[config.mk]
export PLATFORM = sky130hd
export DESIGN_NAME = run_ctrl
export DESIGN_NICKNAME = d
export VERILOG_FILES = /design/src/rtl/run_ctrl.sv
export SDC_FILE = /design/constraint.sdc
export NUM_CORES = 1
export LEC_CHECK = 0
export ABC_AREA = 0
export CAP_MARGIN = 20
export CORE_MARGIN = 3
export CORE_UTILIZATION = 49
export DETAILED_ROUTE_END_ITERATION = 8
export PLACE_DENSITY = 0.83
export SKIP_CTS_REPAIR_TIMING = 1
export SLEW_MARGIN = 20
export SYNTH_ARGS = -nofsm -noshare
export SYNTH_HDL_FRONTEND = slang
export SYNTH_SLANG_ARGS = --single-unit
export TNS_END_PERCENT = 50
[constraint.sdc]
create_clock -name clk -period 2.36 [get_ports clk]
set_clock_uncertainty 0.2 [all_clocks]
set_input_delay 0.236 -clock clk [delete_from_list [all_inputs] [get_ports clk]]
set_output_delay 0.236 -clock clk [all_outputs]
set_load 0.03 [all_outputs]
[src/rtl/run_ctrl.sv]
// run_ctrl: run/reset controller sitting between the board clock/reset and
// the multi-cycle RISC-V core.
//
// Purpose:
//   - Synchronises the external reset release and stretches it into a clean,
//     synchronously-deasserted core reset.
//   - Gates the core through a clock enable and counts enabled cycles.
//   - Ends a run on a core halt request or when the cycle budget runs out.
//   - Drives a heartbeat LED and one-hot status lines.
//
// Ports:
//   clk            in   system clock
//   resetn         in   asynchronous active-low reset
//   run_en         in   1 = core may advance, 0 = pause
//   halt_req       in   core halt request (ebreak/ecall), level-sampled
//   soft_reset_req in   synchronous restart request
//   core_resetn    out  active-low core reset, deasserted synchronously
//   core_clk_en    out  core clock enable (RUN and run_en)
//   cycle_count    out  enabled cycles since the last reset, saturating
//   halted         out  state is HALTED
//   timeout        out  state is TIMEOUT
//   led_heartbeat  out  status LED
//   state_onehot   out  {TIMEOUT, HALTED, RUN, RESET_HOLD}
//
// The registered state is also the debug view of the FSM: state_onehot is a
// direct decode of it.
module run_ctrl #(
  parameter int RESET_CYCLES   = 4,
  parameter int CNT_WIDTH      = 32,
  parameter int MAX_CYCLES     = 8000,
  parameter int HEARTBEAT_LOG2 = 22
) (
  input  logic                 clk,
  input  logic                 resetn,
  input  logic                 run_en,
  input  logic                 halt_req,
  input  logic                 soft_reset_req,
  output logic                 core_resetn,
  output logic                 core_clk_en,
  output logic [CNT_WIDTH-1:0] cycle_count,
  output logic                 halted,
  output logic                 timeout,
  output logic                 led_heartbeat,
  output logic [3:0]           state_onehot
);

  typedef enum logic [1:0] {
    S_RESET_HOLD = 2'd0,
    S_RUN        = 2'd1,
    S_HALTED     = 2'd2,
    S_TIMEOUT    = 2'd3
  } state_t;

  // Hold counter only needs to reach RESET_CYCLES-1.
  localparam int HOLD_W = (RESET_CYCLES > 1) ? $clog2(RESET_CYCLES) : 1;
  localparam logic [HOLD_W-1:0]    HOLD_LAST = HOLD_W'(RESET_CYCLES - 1);
  localparam logic [CNT_WIDTH-1:0] MAX_LAST  = CNT_WIDTH'(MAX_CYCLES - 1);
  localparam bit                   BUDGET_ON = (MAX_CYCLES != 0);

  state_t                    state_q, state_d;
  logic [1:0]                sync_q;
  logic [HOLD_W-1:0]         hold_q, hold_d;
  logic [CNT_WIDTH-1:0]      count_d, count_inc;
  logic [HEARTBEAT_LOG2-1:0] hb_q, hb_d;
  logic                      led_d;
  logic                      rst_synced;
  logic                      at_budget;

  // Two-flop synchroniser for the reset release. Only resetn clears it, so a
  // soft reset restarts the hold count without re-synchronising.
  always_ff @(posedge clk or negedge resetn) begin
    if (!resetn) begin
      sync_q <= 2'b00;
    end else begin
      sync_q <= {sync_q[0], 1'b1};
    end
  end

  assign rst_synced = sync_q[1];
  assign count_inc  = (&cycle_count) ? cycle_count : cycle_count + 1'b1;
  assign at_budget  = BUDGET_ON && (cycle_count == MAX_LAST);
  assign hb_d       = hb_q + 1'b1;

  // Next-state, hold counter and cycle counter.
  always_comb begin
    state_d = state_q;
    hold_d  = hold_q;
    count_d = cycle_count;
    case (state_q)
      S_RESET_HOLD: begin
        count_d = '0;
        if (soft_reset_req) begin
          hold_d = '0;
        end else if (rst_synced) begin
          if (hold_q == HOLD_LAST) begin
            state_d = S_RUN;
            hold_d  = '0;
          end else begin
            hold_d = hold_q + 1'b1;
          end
        end
      end
      S_RUN: begin
        if (soft_reset_req) begin
          state_d = S_RESET_HOLD;
          hold_d  = '0;
          count_d = '0;
        end else begin
          // The final increment still lands on the edge that leaves RUN.
          if (run_en) begin
            count_d = count_inc;
          end
          if (halt_req) begin
            state_d = S_HALTED;
          end else if (run_en && at_budget) begin
            state_d = S_TIMEOUT;
          end
        end
      end
      S_HALTED, S_TIMEOUT: begin
        if (soft_reset_req) begin
          state_d = S_RESET_HOLD;
          hold_d  = '0;
          count_d = '0;
        end
      end
      default: begin
        state_d = S_RESET_HOLD;
        hold_d  = '0;
        count_d = '0;
      end
    endcase
  end

  // LED value for the state being entered, using the counter value that
  // becomes visible on the same edge.
  always_comb begin
    led_d = 1'b0;
    case (state_d)
      S_RESET_HOLD: led_d = 1'b0;
      S_RUN:        led_d = hb_d[HEARTBEAT_LOG2-1];
      S_HALTED:     led_d = 1'b1;
      S_TIMEOUT:    led_d = hb_d[HEARTBEAT_LOG2-3];
      default:      led_d = 1'b0;
    endcase
  end

  always_ff @(posedge clk or negedge resetn) begin
    if (!resetn) begin
      state_q       <= S_RESET_HOLD;
      hold_q        <= '0;
      cycle_count   <= '0;
      hb_q          <= '0;
      core_resetn   <= 1'b0;
      led_heartbeat <= 1'b0;
    end else begin
      state_q       <= state_d;
      hold_q        <= hold_d;
      cycle_count   <= count_d;
      hb_q          <= hb_d;
      // Dedicated flop so the core reset never sees a decode glitch.
      core_resetn   <= (state_d != S_RESET_HOLD);
      led_heartbeat <= led_d;
    end
  end

  assign core_clk_en = (state_q == S_RUN) && run_en;
  assign halted      = (state_q == S_HALTED);
  assign timeout     = (state_q == S_TIMEOUT);

  always_comb begin
    state_onehot = 4'b0000;
    case (state_q)
      S_RESET_HOLD: state_onehot = 4'b0001;
      S_RUN:        state_onehot = 4'b0010;
      S_HALTED:     state_onehot = 4'b0100;
      S_TIMEOUT:    state_onehot = 4'b1000;
      default:      state_onehot = 4'b0001;
    endcase
  end

endmodule

==> flow_metrics.env, run 1 <==
export IMPL_wl_per_cell_um=16.4
export IMPL_vdd_ir_drop_max_mv=0.409
export IMPL_fill_cells=456
export IMPL_min_period_ps=2290
export IMPL_reg2reg_depth=5
export IMPL_crit_path_start_kind="flop"
export IMPL_endpoint="cycle_count[18]"
export IMPL_yosysUniqueCellTypes=49
export IMPL_syn_num_nets=330
export IMPL_final_util=0.677
export IMPL_cts_tree="done"
export IMPL_via_per_inst=6.08
export IMPL_yosysSeqAreaShare=0.494
export IMPL_crit_fanout=10
export IMPL_cts_root_buf="clkbuf_8"
export IMPL_dp_hpwl_um=5470
export IMPL_synthesis_area_um2=3140
export IMPL_hold_violations=0
export IMPL_drt_iter0_drc=215
export IMPL_tightest_slew_ps=524
export IMPL_core_area_um2=6060
export IMPL_cp_end_kind="flop"
export IMPL_leakagePower_nw=1.71
export IMPL_clk_latency_ps=340
export IMPL_hold_class="flop to flop"
export IMPL_die_w_um=86.0
export IMPL_critPathKind="flop to flop"
export IMPL_r2r_end="cycle_count[18]"
export IMPL_grt_usage=0.227
export IMPL_io_buffers=45
export IMPL_die_h_um=86.0
export IMPL_rsz0062_at_grt="true"
export IMPL_grt_busiest_layer="met2"
export IMPL_cts_buffers=9
export IMPL_ios=46
export IMPL_gp_congestion=0.838
export IMPL_max_freq_ghz=0.437
export IMPL_drive_above_1_share=0.159
export IMPL_setup_viol=0
export IMPL_arrival_ps=2350
export IMPL_ys_async_sr_fraction=1.00
export IMPL_final_common_cell="dfrtp_1"
export IMPL_slew_viol_final=0
export IMPL_grt_max_degree=28
export IMPL_grt_use_met2=0.381
export IMPL_critPathRequiredTime_ps=2430
export IMPL_h_tree_depth=3
export IMPL_critPathLaunch="cycle_count[1]"
export IMPL_period_share=0.969
export IMPL_cts_max_path_buffers=2
export IMPL_antenna_found_initial=0
export IMPL_area_growth_pct=30.7
export IMPL_clock_sinks=62
export IMPL_first_pass_iters=5
export IMPL_clk_pin_slew_worst_paths_ps=70
export IMPL_final_cell_mix="53 x dfrtp_1, 43 x clkdlybuf4s50_1, 25 x nand2_1"
export IMPL_drcViolationCount=0
export IMPL_yosysWarnings=0
export IMPL_rows=28
export IMPL_diodes=0
export IMPL_outcome="finished clean"
export IMPL_antenna_left=0
export IMPL_dr_total_vias=2872
export IMPL_nets=400
export IMPL_maxCapViolCount=0
export IMPL_powerDensity_nw_per_um2=525
export IMPL_r2r_start="cycle_count[1]"
export IMPL_hold_slack_ps=159
export IMPL_globalRouteMet1Util=0.283
export IMPL_syn_inst=322
export IMPL_grt_pass1_wl_um=13300
export IMPL_grt_pass1_vias=2761
export IMPL_dieArea_um2=7400
export IMPL_syn_avg_cell_area_um2=9.75
export IMPL_r2r_slack_ps=70
export IMPL_ys_flop_type="dfrtp_1"
export IMPL_start_util=0.518
export IMPL_ys_ff_latch=62
export IMPL_synth_edf_count=0
export IMPL_routed_wl_um=7750
export IMPL_slew_headroom=0.651
export IMPL_use_met3=0.0548
export IMPL_grt_overflow=0
kinds of logic (layout without fill, tap and decap cells):
| kind of cell | Yosys count | in the layout | synth area share |
|---|---|---|---|
| buf+inv | 19 | 94 | 0.0287 |
| other cells | 1 | 1 | 0.00120 |
| simple gates | 141 | 141 | 0.256 |
| flops | 62 | 62 | 0.494 |
| compound gates | 74 | 74 | 0.146 |
| xor+xnor | 21 | 21 | 0.0586 |
| mux | 1 | 1 | 0.00319 |
| fa+ha+maj | 3 | 3 | 0.0120 |
flip-flops by register name, indices dropped and copies added (netlist names):
name           flops
cycle_count       32
hb_q              22
hold_q             2
state_q            2
sync_q             2
core_resetn        1
led_heartbeat      1
cells in the mapped netlist (7+ instances only):
library cell   n  share of area
nand2_1       25          0.030
xor2_1         7          0.020
nand3_1       21          0.033
a21oi_1       20          0.032
o21ai_1       12          0.019
or3_1         13          0.026
xnor2_1       14          0.039
nor2_1        22          0.026
nand4_1       17          0.034
dfrtp_1       62           0.49
o31ai_1       12          0.029
inv_1          8         0.0096
o21ai_0       14          0.022
power by group:
| part | total [mW] | internal, mW | switching, mW |
|---|---|---|---|
| Sequential | 1.07 | 1.07 | 0.00492 |
| Combinational | 0.0707 | 0.0266 | 0.0441 |
| Clock | 1.01 | 0.600 | 0.408 |
worst max-delay path: stages, from the launching register on:
cell and delay [ps]:
dfrtp_2 430, ha_4 180, nand3_4 110, or4_4 610, or4_1 530, a21oi_1 160
layout make-up:
class	count	area [µm²]	area share
clock buffers	13	179	0.0436
clock inverters	3	40.0	0.00976
inverters	8	30.0	0.00732
multi-input cells	241	1530	0.374
flip-flops and latches	62	1560	0.381
well taps	75	93.8	0.0229
repair buffers	70	663	0.162
metrics by stage:
step | power (mW) | instance area [µm²] | TNS [ps] | worst slack [ps] | std cells
global route | 2.23 | 4100 | -191 | -51.2 | 472
floorplan | 1.12 | 3170 | 0 | 6.52 | 322
finish | 2.15 | 4100 | 0 | 73.7 | 472
CTS | 2.17 | 4060 | -54.3 | -54.3 | 470
global placement | 1.16 | 3840 | 0 | 83.9 | 454
detailed placement | 1.16 | 3840 | 0 | 37.3 | 454
layer usage:
metal	wire, µm	vias up
li1	-	1332
met2	3940	113
met5	0	-
met1	3210	1413
met4	137	0
met3	464	14
how the worst min path moves through the flow:
stage	from	end	slack, ps	cells past startpoint
6_report	sync_q[0]	sync_q[1]	160	0
5_1_grt	sync_q[0]	sync_q[1]	170	0
4_1_cts	resetn	cycle_count[6]	-340	1
3_5_place_dp	resetn	cycle_count[16]	30	1
3_3_place_gp	resetn	cycle_count[16]	40	1
2_1_floorplan	resetn	core_resetn	-260	0
No activity file was read; power rests on OpenSTA's default activity.
==> run 2, diff against run 1 <==
CORE_UTILIZATION = 58   (was 49)
PLACE_DENSITY = 0.84   (was 0.83)
clock period = 2.85 ns   (was 2.36 ns; I/O delays follow)
==> run 2 against run 1 <==
Die area is 14% lower. Cell count is 4.9% lower. First-iteration DRC count is 44% lower. Critical path depth is 1 higher. Combinational power is 25% lower. Core utilization is 7.5 points higher. Clock-buffer cell count is 3 lower. Sequential share of layout area is 1.8 points higher. Critical path type unchanged. Critical endpoint is now cycle_count[30].
==> flow_metrics.env, run 2 (synthesized netlist as in run 1, its figures left out) <==
export IMPL_grt_pass1_vias=2561
export IMPL_setup_viol=0
export IMPL_dp_cells=432
export IMPL_clock_sinks=62
export IMPL_r2r_slack_ps=280
export IMPL_clk_pin_slew_worst_paths_ps=70
export IMPL_cts_max_path_buffers=2
export IMPL_hold_violations=0
export IMPL_via_per_inst=5.97
export IMPL_largest_register_ff_count=32
export IMPL_crit_fanout=7
export IMPL_start_util=0.607
export IMPL_first_pass_iters=5
export IMPL_die_h_um=79.6
export IMPL_diodes=0
export IMPL_drive_above_1_share=0.0871
export IMPL_io_buffers=45
export IMPL_core_area_um2=5170
export IMPL_crit_path_start_kind="flop"
export IMPL_cts_root_buf="clkbuf_8"
export IMPL_final_common_cell="dfrtp_1"
export IMPL_antenna_found_initial=0
export IMPL_maxCapViolCount=0
export IMPL_final_cell_mix="62 x dfrtp_1, 44 x clkdlybuf4s50_1, 25 x nand2_1"
export IMPL_outcome="finished clean"
export IMPL_reg_largest_list="cycle_count (32), hb_q (22)"
export IMPL_slew_headroom=0.526
export IMPL_power_mw=1.80
export IMPL_rows=26
export IMPL_wl_per_cell_um=15.5
export IMPL_cts_tree="done"
export IMPL_cp_end_kind="flop"
export IMPL_tns_ps=0
export IMPL_grt_usage=0.241
export IMPL_hold_class="flop to flop"
export IMPL_grt_overflow=0
export IMPL_fill_cells=355
export IMPL_min_period_ps=2570
export IMPL_cts_buffers=9
export IMPL_die_w_um=79.6
export IMPL_max_freq_ghz=0.390
export IMPL_routed_wl_um=6970
export IMPL_arrival_ps=2630
export IMPL_instances_no_fill=449
export IMPL_critPathRequiredTime_ps=2910
export IMPL_drcViolationCount=0
export IMPL_drt_iter0_drc=121
export IMPL_grt_max_degree=33
export IMPL_area_growth_pct=23.9
export IMPL_ios=46
export IMPL_rsz0062_at_grt="false"
export IMPL_gp_congestion=0.840
export IMPL_dr_total_vias=2680
export IMPL_grt_pass1_wl_um=11800
export IMPL_dieArea_um2=6330
export IMPL_tightest_slew_ps=712
export IMPL_h_tree_depth=3
export IMPL_nets=382
export IMPL_slew_viol_final=0
export IMPL_dp_hpwl_um=5030
export IMPL_vdd_ir_drop_max_mv=0.336
export IMPL_clk_latency_ps=340
export IMPL_antenna_left=0
export IMPL_period_share=0.900
export IMPL_leakagePower_nw=1.59
export IMPL_critPathKind="flop to flop"
export IMPL_top_register="cycle_count"
export IMPL_powerDensity_nw_per_um2=462
==> run 2: cell types whose count changed in the layout (fill, tap and decap cells not counted), moves of 2 or more <==
cell | before | now
buf_12 | 2 | 0
buf_4 | 22 | 6
clkbuf_8 | 13 | 10
clkinvlp_4 | 0 | 2
dfrtp_1 | 53 | 62
dfrtp_2 | 9 | 0
==> run 2: report_power, final <==
part           internal [mW]  switching (mW)
clock network          0.512           0.341
registers              0.885         0.00396
logic                 0.0179          0.0349
total                   1.42           0.380
==> run 2: final cells by class <==
cell class	instances	area, µm²	area share
Tap cell	70	87.6	0.0225
Timing Repair Buffer	52	500	0.129
Inverter	8	30.0	0.00772
Clock buffer	10	138	0.0354
Sequential cell	62	1550	0.399
Multi-Input combinational cell	241	1500	0.385
Clock inverter	6	85.1	0.0219
==> run 2: final timing paths <==
check / start / end / depth (start not counted)
max in group asynchronous: resetn / sync_q[1] / 3
worst max-delay path: cycle_count[0] / cycle_count[30] / 6
worst min register to register: sync_q[0] / sync_q[1] / 0
worst max register to register: cycle_count[0] / cycle_count[30] / 6
worst min-delay path: sync_q[0] / sync_q[1] / 0
min in group asynchronous: resetn / cycle_count[20] / 2
==> run 2: critical path: stages (launching register included) <==
cell,delay (ps)
dfrtp_1,420
ha_1,230
nand3_1,180
nor4_2,460
nand4_1,320
or4_1,490
a21oi_1,180
==> run 2: routing by layer <==
metal  global-route usage  vias up  share of wire
met5                    0        -              0
met4                0.105        0          0.024
met3               0.0609       16          0.054
met2                0.391       79           0.50
met1                0.305     1281           0.42
li1                     -     1304              -
==> run 2: per-stage QoR <==
step | hold WS, ps | setup slack, ps | instance area [µm²] | utilization
floorplan | -211 | 269 | 3140 | -
global placement | 133 | 327 | 3660 | 0.707
detailed placement | 150 | 281 | 3660 | 0.707
CTS | -192 | 290 | 3880 | 0.750
global route | 168 | 112 | 3890 | 0.752
finish | 163 | 285 | 3890 | 0.752
==> run 3, diff against run 2 <==
HOLD_SLACK_MARGIN = 0.06   (was unset)
==> results of run 3 <==
Final layout, timing and power as in run 2 (identical DEF).
